<file path="src/rtl/interval_decode_pkg.sv">
// Shared types and constants for the interval decoder.
// Covers the FP format helpers used to size values and pick the canonical NaN.
package interval_pkg;

  localparam int NUM_DEFAULT = 8;

  typedef logic [$clog2(NUM_DEFAULT)-1:0] idx_t;

  typedef enum logic [2:0] {
    FP32    = 3'd0,
    FP64    = 3'd1,
    FP16    = 3'd2,
    FP8     = 3'd3,
    FP16ALT = 3'd4
  } fp_format_e;

  function automatic int unsigned exp_bits(fp_format_e f);
    case (f)
      FP32:    return 8;
      FP64:    return 11;
      FP16:    return 5;
      FP8:     return 5;
      FP16ALT: return 8;
      default: return 5;
    endcase
  endfunction

  function automatic int unsigned man_bits(fp_format_e f);
    case (f)
      FP32:    return 23;
      FP64:    return 52;
      FP16:    return 10;
      FP8:     return 2;
      FP16ALT: return 7;
      default: return 2;
    endcase
  endfunction

  function automatic int unsigned fp_width(fp_format_e f);
    return 1 + exp_bits(f) + man_bits(f);
  endfunction

  // Quiet NaN: sign 0, exponent all ones, only the mantissa MSB set.
  function automatic logic [63:0] canon_nan(fp_format_e f);
    logic [63:0] e_ones;
    logic [63:0] q_bit;
    e_ones = ((64'd1 << exp_bits(f)) - 64'd1) << man_bits(f);
    q_bit  = 64'd1 << (man_bits(f) - 1);
    return e_ones | q_bit;
  endfunction

  localparam logic [31:0] CANON_NAN_FP32    = 32'h7FC0_0000;
  localparam logic [63:0] CANON_NAN_FP64    = 64'h7FF8_0000_0000_0000;
  localparam logic [15:0] CANON_NAN_FP16    = 16'h7E00;
  localparam logic [7:0]  CANON_NAN_FP8     = 8'h7E;
  localparam logic [15:0] CANON_NAN_FP16ALT = 16'h7FC0;

endpackage

</file>
<file path="src/rtl/interval_decode_if.sv">
// Handshake, codebook-write and status bundle of the interval decoder.
// The decoder sits on the slave side; the producer/consumer on the master side.
interface interval_decode_if #(
  parameter int NUM   = 8,
  parameter int WIDTH = 8
);

  localparam int AW = $clog2(NUM);

  logic [NUM-1:0]   interval_i;
  logic             in_valid_i;
  logic             in_ready_o;
  logic [WIDTH-1:0] value_o;
  logic             err_o;
  logic             out_valid_o;
  logic             out_ready_i;
  logic             cb_we_i;
  logic [AW-1:0]    cb_addr_i;
  logic [WIDTH-1:0] cb_wdata_i;
  logic [7:0]       err_cnt_o;

  modport master (
    output interval_i,
    output in_valid_i,
    input  in_ready_o,
    input  value_o,
    input  err_o,
    input  out_valid_o,
    output out_ready_i,
    output cb_we_i,
    output cb_addr_i,
    output cb_wdata_i,
    input  err_cnt_o
  );

  modport slave (
    input  interval_i,
    input  in_valid_i,
    output in_ready_o,
    output value_o,
    output err_o,
    output out_valid_o,
    input  out_ready_i,
    input  cb_we_i,
    input  cb_addr_i,
    input  cb_wdata_i,
    output err_cnt_o
  );

endinterface

</file>
<file path="src/rtl/interval_decode_onehot.sv">
// One-hot code to binary index plus a legality flag (exactly one bit set).
// Purely combinational; the index is meaningless when legal is low.
module onehot_to_idx #(
  parameter int NUM = 8,
  localparam int IW = $clog2(NUM)
) (
  input  logic [NUM-1:0] code,
  output logic [IW-1:0]  idx,
  output logic           legal
);

  always_comb begin
    idx = '0;
    for (int i = 0; i < NUM; i++) begin
      if (code[i]) begin
        idx = idx | IW'(i);
      end
    end
  end

  assign legal = $onehot(code);

endmodule

</file>
<file path="src/rtl/interval_decode.sv">
// Two-stage one-hot interval decoder: S1 registers index/legality,
// S2 registers the codebook value (or canonical NaN) and the error flag.
module interval_decode
  import interval_pkg::*;
#(
  parameter int         NUM      = NUM_DEFAULT,
  parameter fp_format_e FpFormat = fp_format_e'(3)
) (
  input  logic              clk_i,
  input  logic              rst_ni,
  interval_decode_if.slave  bus
);

  localparam int WIDTH = fp_width(FpFormat);
  localparam int IW    = $clog2(NUM);

  localparam logic [WIDTH-1:0] NAN_VAL = WIDTH'(canon_nan(FpFormat));
  localparam logic [IW:0]      NUM_L   = (IW+1)'(NUM);

  logic [IW-1:0]    idx_c;
  logic             legal_c;

  logic             s1_valid;
  logic             s1_legal;
  logic [IW-1:0]    s1_idx;

  logic             s2_valid;
  logic             s2_err;
  logic [WIDTH-1:0] s2_value;

  logic [WIDTH-1:0] cb [NUM];
  logic [7:0]       err_cnt;

  logic             s2_accept;
  logic             s1_accept;
  logic             in_fire;
  logic             cb_wr;

  onehot_to_idx #(
    .NUM (NUM)
  ) u_onehot (
    .code  (bus.interval_i),
    .idx   (idx_c),
    .legal (legal_c)
  );

  assign s2_accept = !s2_valid || bus.out_ready_i;
  assign s1_accept = !s1_valid || s2_accept;
  assign in_fire   = bus.in_valid_i && s1_accept;
  assign cb_wr     = bus.cb_we_i && ({1'b0, bus.cb_addr_i} < NUM_L);

  always_ff @(posedge clk_i or negedge rst_ni) begin
    if (!rst_ni) begin
      s1_valid <= 1'b0;
      s1_legal <= 1'b0;
      s1_idx   <= '0;
    end else if (s1_accept) begin
      s1_valid <= bus.in_valid_i;
      if (bus.in_valid_i) begin
        s1_legal <= legal_c;
        s1_idx   <= idx_c;
      end
    end
  end

  // Lookup reads the pre-edge codebook, so a same-edge write is not seen.
  always_ff @(posedge clk_i or negedge rst_ni) begin
    if (!rst_ni) begin
      s2_valid <= 1'b0;
      s2_err   <= 1'b0;
      s2_value <= '0;
    end else if (s2_accept) begin
      s2_valid <= s1_valid;
      if (s1_valid) begin
        s2_err   <= !s1_legal;
        s2_value <= s1_legal ? cb[s1_idx] : NAN_VAL;
      end
    end
  end

  always_ff @(posedge clk_i or negedge rst_ni) begin
    if (!rst_ni) begin
      for (int i = 0; i < NUM; i++) begin
        cb[i] <= '0;
      end
    end else if (cb_wr) begin
      cb[bus.cb_addr_i] <= bus.cb_wdata_i;
    end
  end

  always_ff @(posedge clk_i or negedge rst_ni) begin
    if (!rst_ni) begin
      err_cnt <= '0;
    end else if (in_fire && !legal_c && (err_cnt != 8'hFF)) begin
      err_cnt <= err_cnt + 8'd1;
    end
  end

  assign bus.in_ready_o  = s1_accept;
  assign bus.out_valid_o = s2_valid;
  assign bus.value_o     = s2_value;
  assign bus.err_o       = s2_err;
  assign bus.err_cnt_o   = err_cnt;

endmodule

</file>
<file path="src/flat_wrapper.sv">
// flat-port wrapper written by rule: the top's interface ports become plain ports
module interval_decode_flat import interval_pkg::*;
#(
  parameter int         NUM      = NUM_DEFAULT,
  parameter fp_format_e FpFormat = fp_format_e'(3)
)
  (clk_i, rst_ni, bus_interval_i, bus_in_valid_i, bus_in_ready_o, bus_value_o, bus_err_o, bus_out_valid_o, bus_out_ready_i, bus_cb_we_i, bus_cb_addr_i, bus_cb_wdata_i, bus_err_cnt_o);
  interval_decode_if #(.NUM(NUM), .WIDTH(8)) bus_i ();
  input  logic clk_i;
  input  logic rst_ni;
  input wire logic [$bits(bus_i.interval_i)-1:0] bus_interval_i;
  input wire logic [$bits(bus_i.in_valid_i)-1:0] bus_in_valid_i;
  output wire logic [$bits(bus_i.in_ready_o)-1:0] bus_in_ready_o;
  output wire logic [$bits(bus_i.value_o)-1:0] bus_value_o;
  output wire logic [$bits(bus_i.err_o)-1:0] bus_err_o;
  output wire logic [$bits(bus_i.out_valid_o)-1:0] bus_out_valid_o;
  input wire logic [$bits(bus_i.out_ready_i)-1:0] bus_out_ready_i;
  input wire logic [$bits(bus_i.cb_we_i)-1:0] bus_cb_we_i;
  input wire logic [$bits(bus_i.cb_addr_i)-1:0] bus_cb_addr_i;
  input wire logic [$bits(bus_i.cb_wdata_i)-1:0] bus_cb_wdata_i;
  output wire logic [$bits(bus_i.err_cnt_o)-1:0] bus_err_cnt_o;
  assign bus_i.interval_i = bus_interval_i;
  assign bus_i.in_valid_i = bus_in_valid_i;
  assign bus_in_ready_o = bus_i.in_ready_o;
  assign bus_value_o = bus_i.value_o;
  assign bus_err_o = bus_i.err_o;
  assign bus_out_valid_o = bus_i.out_valid_o;
  assign bus_i.out_ready_i = bus_out_ready_i;
  assign bus_i.cb_we_i = bus_cb_we_i;
  assign bus_i.cb_addr_i = bus_cb_addr_i;
  assign bus_i.cb_wdata_i = bus_cb_wdata_i;
  assign bus_err_cnt_o = bus_i.err_cnt_o;
  interval_decode #(.NUM(NUM), .FpFormat(FpFormat)) u_core (.clk_i(clk_i), .rst_ni(rst_ni), .bus(bus_i));
endmodule
</file>
<file path="config.mk">
export PLATFORM = sky130hd
export DESIGN_NAME = interval_decode_flat
export DESIGN_NICKNAME = d
export VERILOG_FILES = /design/src/rtl/interval_decode_pkg.sv /design/src/rtl/interval_decode_if.sv /design/src/rtl/interval_decode_onehot.sv /design/src/rtl/interval_decode.sv /design/src/flat_wrapper.sv
export SDC_FILE = /design/constraint.sdc
export NUM_CORES = 1
export LEC_CHECK = 0
export CORE_ASPECT_RATIO = 1.2
export CORE_UTILIZATION = 61
export CTS_CLUSTER_DIAMETER = 200
export CTS_CLUSTER_SIZE = 12
export DETAILED_ROUTE_END_ITERATION = 8
export PLACE_DENSITY = 0.85
export SYNTH_ARGS = -nofsm -noshare
export SYNTH_HDL_FRONTEND = slang
export SYNTH_SLANG_ARGS = --single-unit
export TNS_END_PERCENT = 100
</file>
<file path="constraint.sdc">
create_clock -name clk_i -period 4.32 [get_ports clk_i]
set_clock_uncertainty 0.2 [all_clocks]
set_input_delay 0.432 -clock clk_i [delete_from_list [all_inputs] [get_ports clk_i]]
set_output_delay 0.432 -clock clk_i [all_outputs]
set_load 0.02 [all_outputs]
</file>
==> reports/qor.txt, run 1 <==
Outcome: completed
Worst setup EP type: flop
Kind of critical path: input pin to flop
Post-Place Cells: 424
EDFF count, synth: 0
Hold_buf cts: 0
DR iter-0 viols: 108
Height of the die: 92.52 um
Peak Freq: 246.9 MHz
Antenna Nets Post-Route: 0
Largest net degree at the start of global routing: 88
Commonest cells post-synth: dfrtp_1 (87), mux2_2 (68), mux2i_1 (20), nor2_1 (20), inv_1 (15)
Filler instances: 451
Warnings from Yosys: 0
Main synth FF type: dfrtp_1
Final worst path period need: 4.050 ns
CP required: 4.36 ns
Die Area: 7164 sq um
Critical path's largest stage delay: 0.51 ns
Final setup viols: 0
Number of nets in the layout: 382
Diodes inserted: 0
Post-synthesis cell area: 4165 sq um
Hold Vio Cnt, Final: 0
RSZ-0062 raised after global routing: false
Num rows: 32
Starting Density: 63.82%
Seq cells post-synth: 87
Core Footprint: 6526 sq um
Post-Syn Area per Cell: 13.52 sq um
Most numerous cell on the critical path: fa_1
Worst Hold Class: input pin to asynchronous set/reset pin
Drt drc: 0
Clock tree sinks: 87
Final instance area: 4832 sq um
Post-CTS Resized: 0
Area after DPL: 4636 sq um
Die Wd: 77.44 um
Worst-path clk slew: 0.08 ns
Power Total: 2400 uW
Vias in the first global route: 2792
Io pins: 43
Worst Setup SP: bus_interval_i[3]
Post-CTS setup buffer count: 0
Worst-Margin Slew: 1.070 ns
H-tree depth: 3
Unique masters post-synth: 34
Async SR Flop Fraction: 100.0%
Ratio of cells with drive above 1 in the final layout: 28.81%
Placement Setup Slack: -0.1091 ns
DR pass1 iterations: 4
Worst r2r src: u_core.s1_idx[0]$_DFFE_PN0P_
Worst setup margin: 0.2702 ns
CTS Root Buffer Type: clkbuf_8
Synth top area cells: dfrtp_1 (52%), mux2_2 (18%), mux4_2 (5.4%)
Pwr per Cell Area: 496.7 nW/um^2
Syn Inst Count: 308
Cell with the largest stage delay on the worst path: clkdlybuf4s50_1
Count leader, synth: dfrtp_1
PortBufs: 42
Worst skew pair latency: 0.34 ns
CP max FO: 7
Vias: 2654
Vias per inst: 6.046
Antenna violations before repair: 0
Synth top area share: 52.27%
Static Leak: 0.002079 uW
Worst EP arrival: 4.09 ns
Layout area overhead: 16.01%
Syn_nets: 340
Drt total wl: 8.182 mm
Routed len/inst: 18.64 um
Period utilization: 93.74%
Cts bufs inserted: 9
Final non-filler cell total: 439
CTS tree: done
Total GRT Usage: 25.96%
First-pass GRT wire length: 13.83 mm
Sequential element share of the synthesized area: 52.27%
Final slew viol count: 0
Final GP Congestion: 0.7834
Post-route setup TNS: 0 ns
Worst slew slack as a fraction of its limit: 28.66%
Maximum vdd drop: 0.4023 mV
Max-cap violation count: 0
Remaining global-route overflow: 0
Clock tree buffer depth: 2
Hpwl dp: 5.324 mm
Startpoint Class: input pin
Yosys top cell by area: dfrtp_1
CP cell instances: clkdlybuf4s50_1, inv_1, fa_1, fa_1, fa_1, inv_1, ha_1, inv_1, fa_1, a211o_1, a21oi_2, nor3_1, mux2_2
-- metrics by stage --
step	util (%)	hold slack (ns)
2_1_floorplan	-	-0.06359
3_3_place_gp	71.03	0.2721
3_5_place_dp	71.03	0.2795
4_1_cts	74.04	0.1045
5_1_grt	74.04	0.1609
6_report	74.04	0.07007
-- path summary, 6_finish.rpt --
path                                                        to  slack, ns  depth (start not counted)
max                        u_core.bus.err_cnt_o[1]$_DFFE_PN0P_       0.27                         13
min                                  u_core.cb[55]$_DFFE_PN0P_       0.07                          1
max reg2reg                  u_core.bus.value_o[4]$_DFFE_PN0P_       1.77                          4
min reg2reg                       u_core.bus.err_o$_DFFE_PN0P_       0.30                          1
max in group asynchronous  u_core.bus.err_cnt_o[6]$_DFFE_PN0P_       3.16                          1
min in group clk_i                u_core.bus.err_o$_DFFE_PN0P_       0.30                          1
-- state kept, by name, summed over array words and instances, names as in the netlist --
name,flops
u_core.s1_valid,1
u_core.bus.err_cnt_o,8
u_core.cb,64
u_core.s1_legal,1
u_core.bus.value_o,8
u_core.bus.out_valid_o,1
u_core.s1_idx,3
u_core.bus.err_o,1
-- power by group --
group	switching (uW)	internal (uW)	total, uW
clock network	268	293	561
logic	296	378	674
registers	153	1010	1160
-- placed cells by master, fill, tap and decap left out, drive strengths merged, types with 6 or more instances in the layout --
master         synthesis  routed
a2111oi                6       6
mux2i                 20      20
mux2                  68      68
clkdlybuf4s50          0      41
nand2b                 6       6
a211oi                 6       6
dfrtp                 87      87
mux4                  10      10
nor2                  20      20
nor3                   7       7
clkbuf                 4      11
inv                   15      15
nand2                  7       7
-- critical path, delay by kind of cell --
family                   cells  cell delay, ns
AND/OR/NAND/NOR              1            0.13
buffers and inverters        4            0.70
multiplexers                 1            0.29
adder cells (fa/ha/maj)      5            1.94
AO/OA/AOI/OAI                2            0.60
-- layout make-up --
type                       count  area [sq um]  share of cell area, %
sequential                    87          2177                  45.05
clock buffer                  11         151.4                  3.133
multi-input combinational    193          1863                  38.56
tap                           85         106.4                  2.201
inverter                      15         56.30                  1.165
clock inverter                 4         45.04                 0.9322
timing repair buffer          44         432.9                  8.959
-- per-layer routing --
metal / vias up / global-route usage (%) / wire, um
li1: 1208 / - / -
met1: 1377 / 33.04 / 3584
met2: 57 / 43.66 / 4181
met3: 12 / 4.532 / 236
met4: 0 / 11.48 / 179
met5: - / 0 / 0
-- cells by family after synthesis --
family / after synthesis / synth area share (%)
muxes: 98 / 28.60
DFF: 87 / 52.27
and+or+nand+nor: 58 / 7.750
buffers and inverters: 28 / 3.004
AOI/OAI and AO/OA: 24 / 4.205
adders and majority gates: 8 / 3.124
xor gates and xnor gates: 5 / 1.051
No activity file was read; power rests on OpenSTA's default activity.
==> inputs of run 2 (changes only) <==
- GPL_TIMING_DRIVEN: default -> 0
==> run 2 against run 1 <==
Compared with the run above: setup slack got worse by 0.012 ns; utilization increased by 0.19 points; fmax decreased by 0.30%; flip-flop and latch count unchanged; via count increased by 0.79%; routed wire length increased by 2.7%; sequential power about the same; global-route usage increased by 1.0 points; power decreased by 2.7%; critical path type unchanged.
==> reports/qor.txt, run 2 (synthesized netlist as in run 1, its figures left out) <==
WHS: 0.2915 ns
Vias per inst: 5.971
Height of the die: 92.52 um
Worst skew pair latency: 0.35 ns
Remaining global-route overflow: 0
Die Wd: 77.44 um
Clock tree sinks: 87
Worst-path clk slew: 0.08 ns
Final worst path period need: 4.062 ns
Peak Freq: 246.2 MHz
CP required: 4.36 ns
Final instance area: 4845 sq um
Io pins: 43
Worst slew slack as a fraction of its limit: 37.09%
Cts bufs inserted: 9
Routed len/inst: 18.75 um
Starting Density: 63.82%
Worst-Margin Slew: 0.9386 ns
Diodes inserted: 0
Layout area overhead: 16.31%
Antenna Nets Post-Route: 0
Largest reg by FF count: u_core.cb
Kind of critical path: input pin to flop
Most common cell after layout, fill and taps aside: dfrtp_1
Max reg flops: 64
RSZ-0062 raised after global routing: false
Area after DPL: 4677 sq um
Period utilization: 94.02%
Worst Hold Class: input pin to asynchronous set/reset pin
Drt drc: 0
Pwr per Cell Area: 482.2 nW/um^2
Hold Vio Cnt, Final: 0
Outcome: completed
CTS Root Buffer Type: clkbuf_8
Core Footprint: 6526 sq um
Static Leak: 0.002088 uW
Final setup viols: 0
Num rows: 32
Final core utilization: 74.23%
Die Area: 7164 sq um
Number of nets in the layout: 391
H-tree depth: 3
Clock tree buffer depth: 2
Worst setup EP type: flop
Vias: 2675
Antenna violations before repair: 0
Vias in the first global route: 2781
Final GP Congestion: 0.7705
CP max FO: 8
Worst EP arrival: 4.10 ns
Maximum vdd drop: 0.3491 mV
Commonest non-fill, non-tap cells in the layout: dfrtp_1 (87), mux2_2 (68), clkdlybuf4s50_1 (37)
CTS tree: done
DR iter-0 viols: 157
Post-Place Cells: 432
Largest net degree at the start of global routing: 72
Hpwl dp: 5.517 mm
Ratio of cells with drive above 1 in the final layout: 29.20%
Total GRT Usage: 26.99%
DR pass1 iterations: 4
Max-cap violation count: 0
Final slew viol count: 0
Startpoint Class: input pin
Drt total wl: 8.399 mm
First-pass GRT wire length: 14.29 mm
Final non-filler cell total: 448
Post-CTS Resized: 0
PortBufs: 38
## run 2: final timing paths
check / cells after the start / to / startpoint / slack [ns]
worst max register to register: 6 / u_core.bus.value_o[6]$_DFFE_PN0P_ / u_core.s1_idx[0]$_DFFE_PN0P_ / 2.15
min in group clk_i: 1 / u_core.bus.err_o$_DFFE_PN0P_ / u_core.bus.err_o$_DFFE_PN0P_ / 0.29
max in group asynchronous: 3 / u_core.s1_idx[1]$_DFFE_PN0P_ / rst_ni / 3.01
worst min register to register: 1 / u_core.bus.err_o$_DFFE_PN0P_ / u_core.bus.err_o$_DFFE_PN0P_ / 0.29
worst min-delay path: 2 / u_core.bus.value_o[0]$_DFFE_PN0P_ / rst_ni / 0.29
worst max-delay path: 13 / u_core.bus.err_cnt_o[1]$_DFFE_PN0P_ / bus_interval_i[3] / 0.26
## run 2: worst max-delay path: stages
cell             delay [ns]
clkdlybuf4s50_1        0.50
inv_1                  0.06
fa_1                   0.46
fa_1                   0.52
fa_1                   0.42
inv_1                  0.06
ha_1                   0.15
inv_1                  0.06
fa_1                   0.38
a211o_1                0.29
a21oi_2                0.34
nor3_1                 0.15
mux2_2                 0.29
## run 2: through the flow
step	TNS [ns]	power (uW)	setup WS [ns]
floorplan	0	1591	0.5908
global placement	-32.73	1828	-0.3788
detailed placement	-0.3193	1866	-0.1265
CTS	0	2348	0.2413
global route	0	2474	0.01390
finish	0	2336	0.2582
## run 2: final cells by class
type / count / area, sq um
Sequential cell: 87 / 2177
Multi-Input combinational cell: 193 / 1863
Fill cell: 446 / 1682
Timing Repair Buffer: 40 / 415.4
Clock buffer: 14 / 152.6
Tap cell: 85 / 106.4
Buffer: 13 / 68.82
Inverter: 15 / 56.30
Clock inverter: 1 / 5.005
## run 2: layer usage
metal	wire length [um]	part of all wire (%)	track usage [%]	vias to the layer above
li1	-	-	-	1227
met1	3661	44	34.85	1358
met2	4156	49	43.73	70
met3	338	4.0	5.517	20
met4	243	2.9	12.89	0
met5	0	0	0	-
## run 2: power breakdown
part	switching, uW	internal [uW]	leakage, uW	total [uW]
Clock	262	222	0.0000805	484
Combinational	329	382	0.000976	710
Sequential	129	1010	0.00103	1140
## run 2: timing repair
| action | 4_1_cts | 5_1_grt |
|---|---|---|
| hold endpoints to repair | 16 | 0 |
| setup buffers | 0 | 0 |
| hold buffers | 1 | 0 |
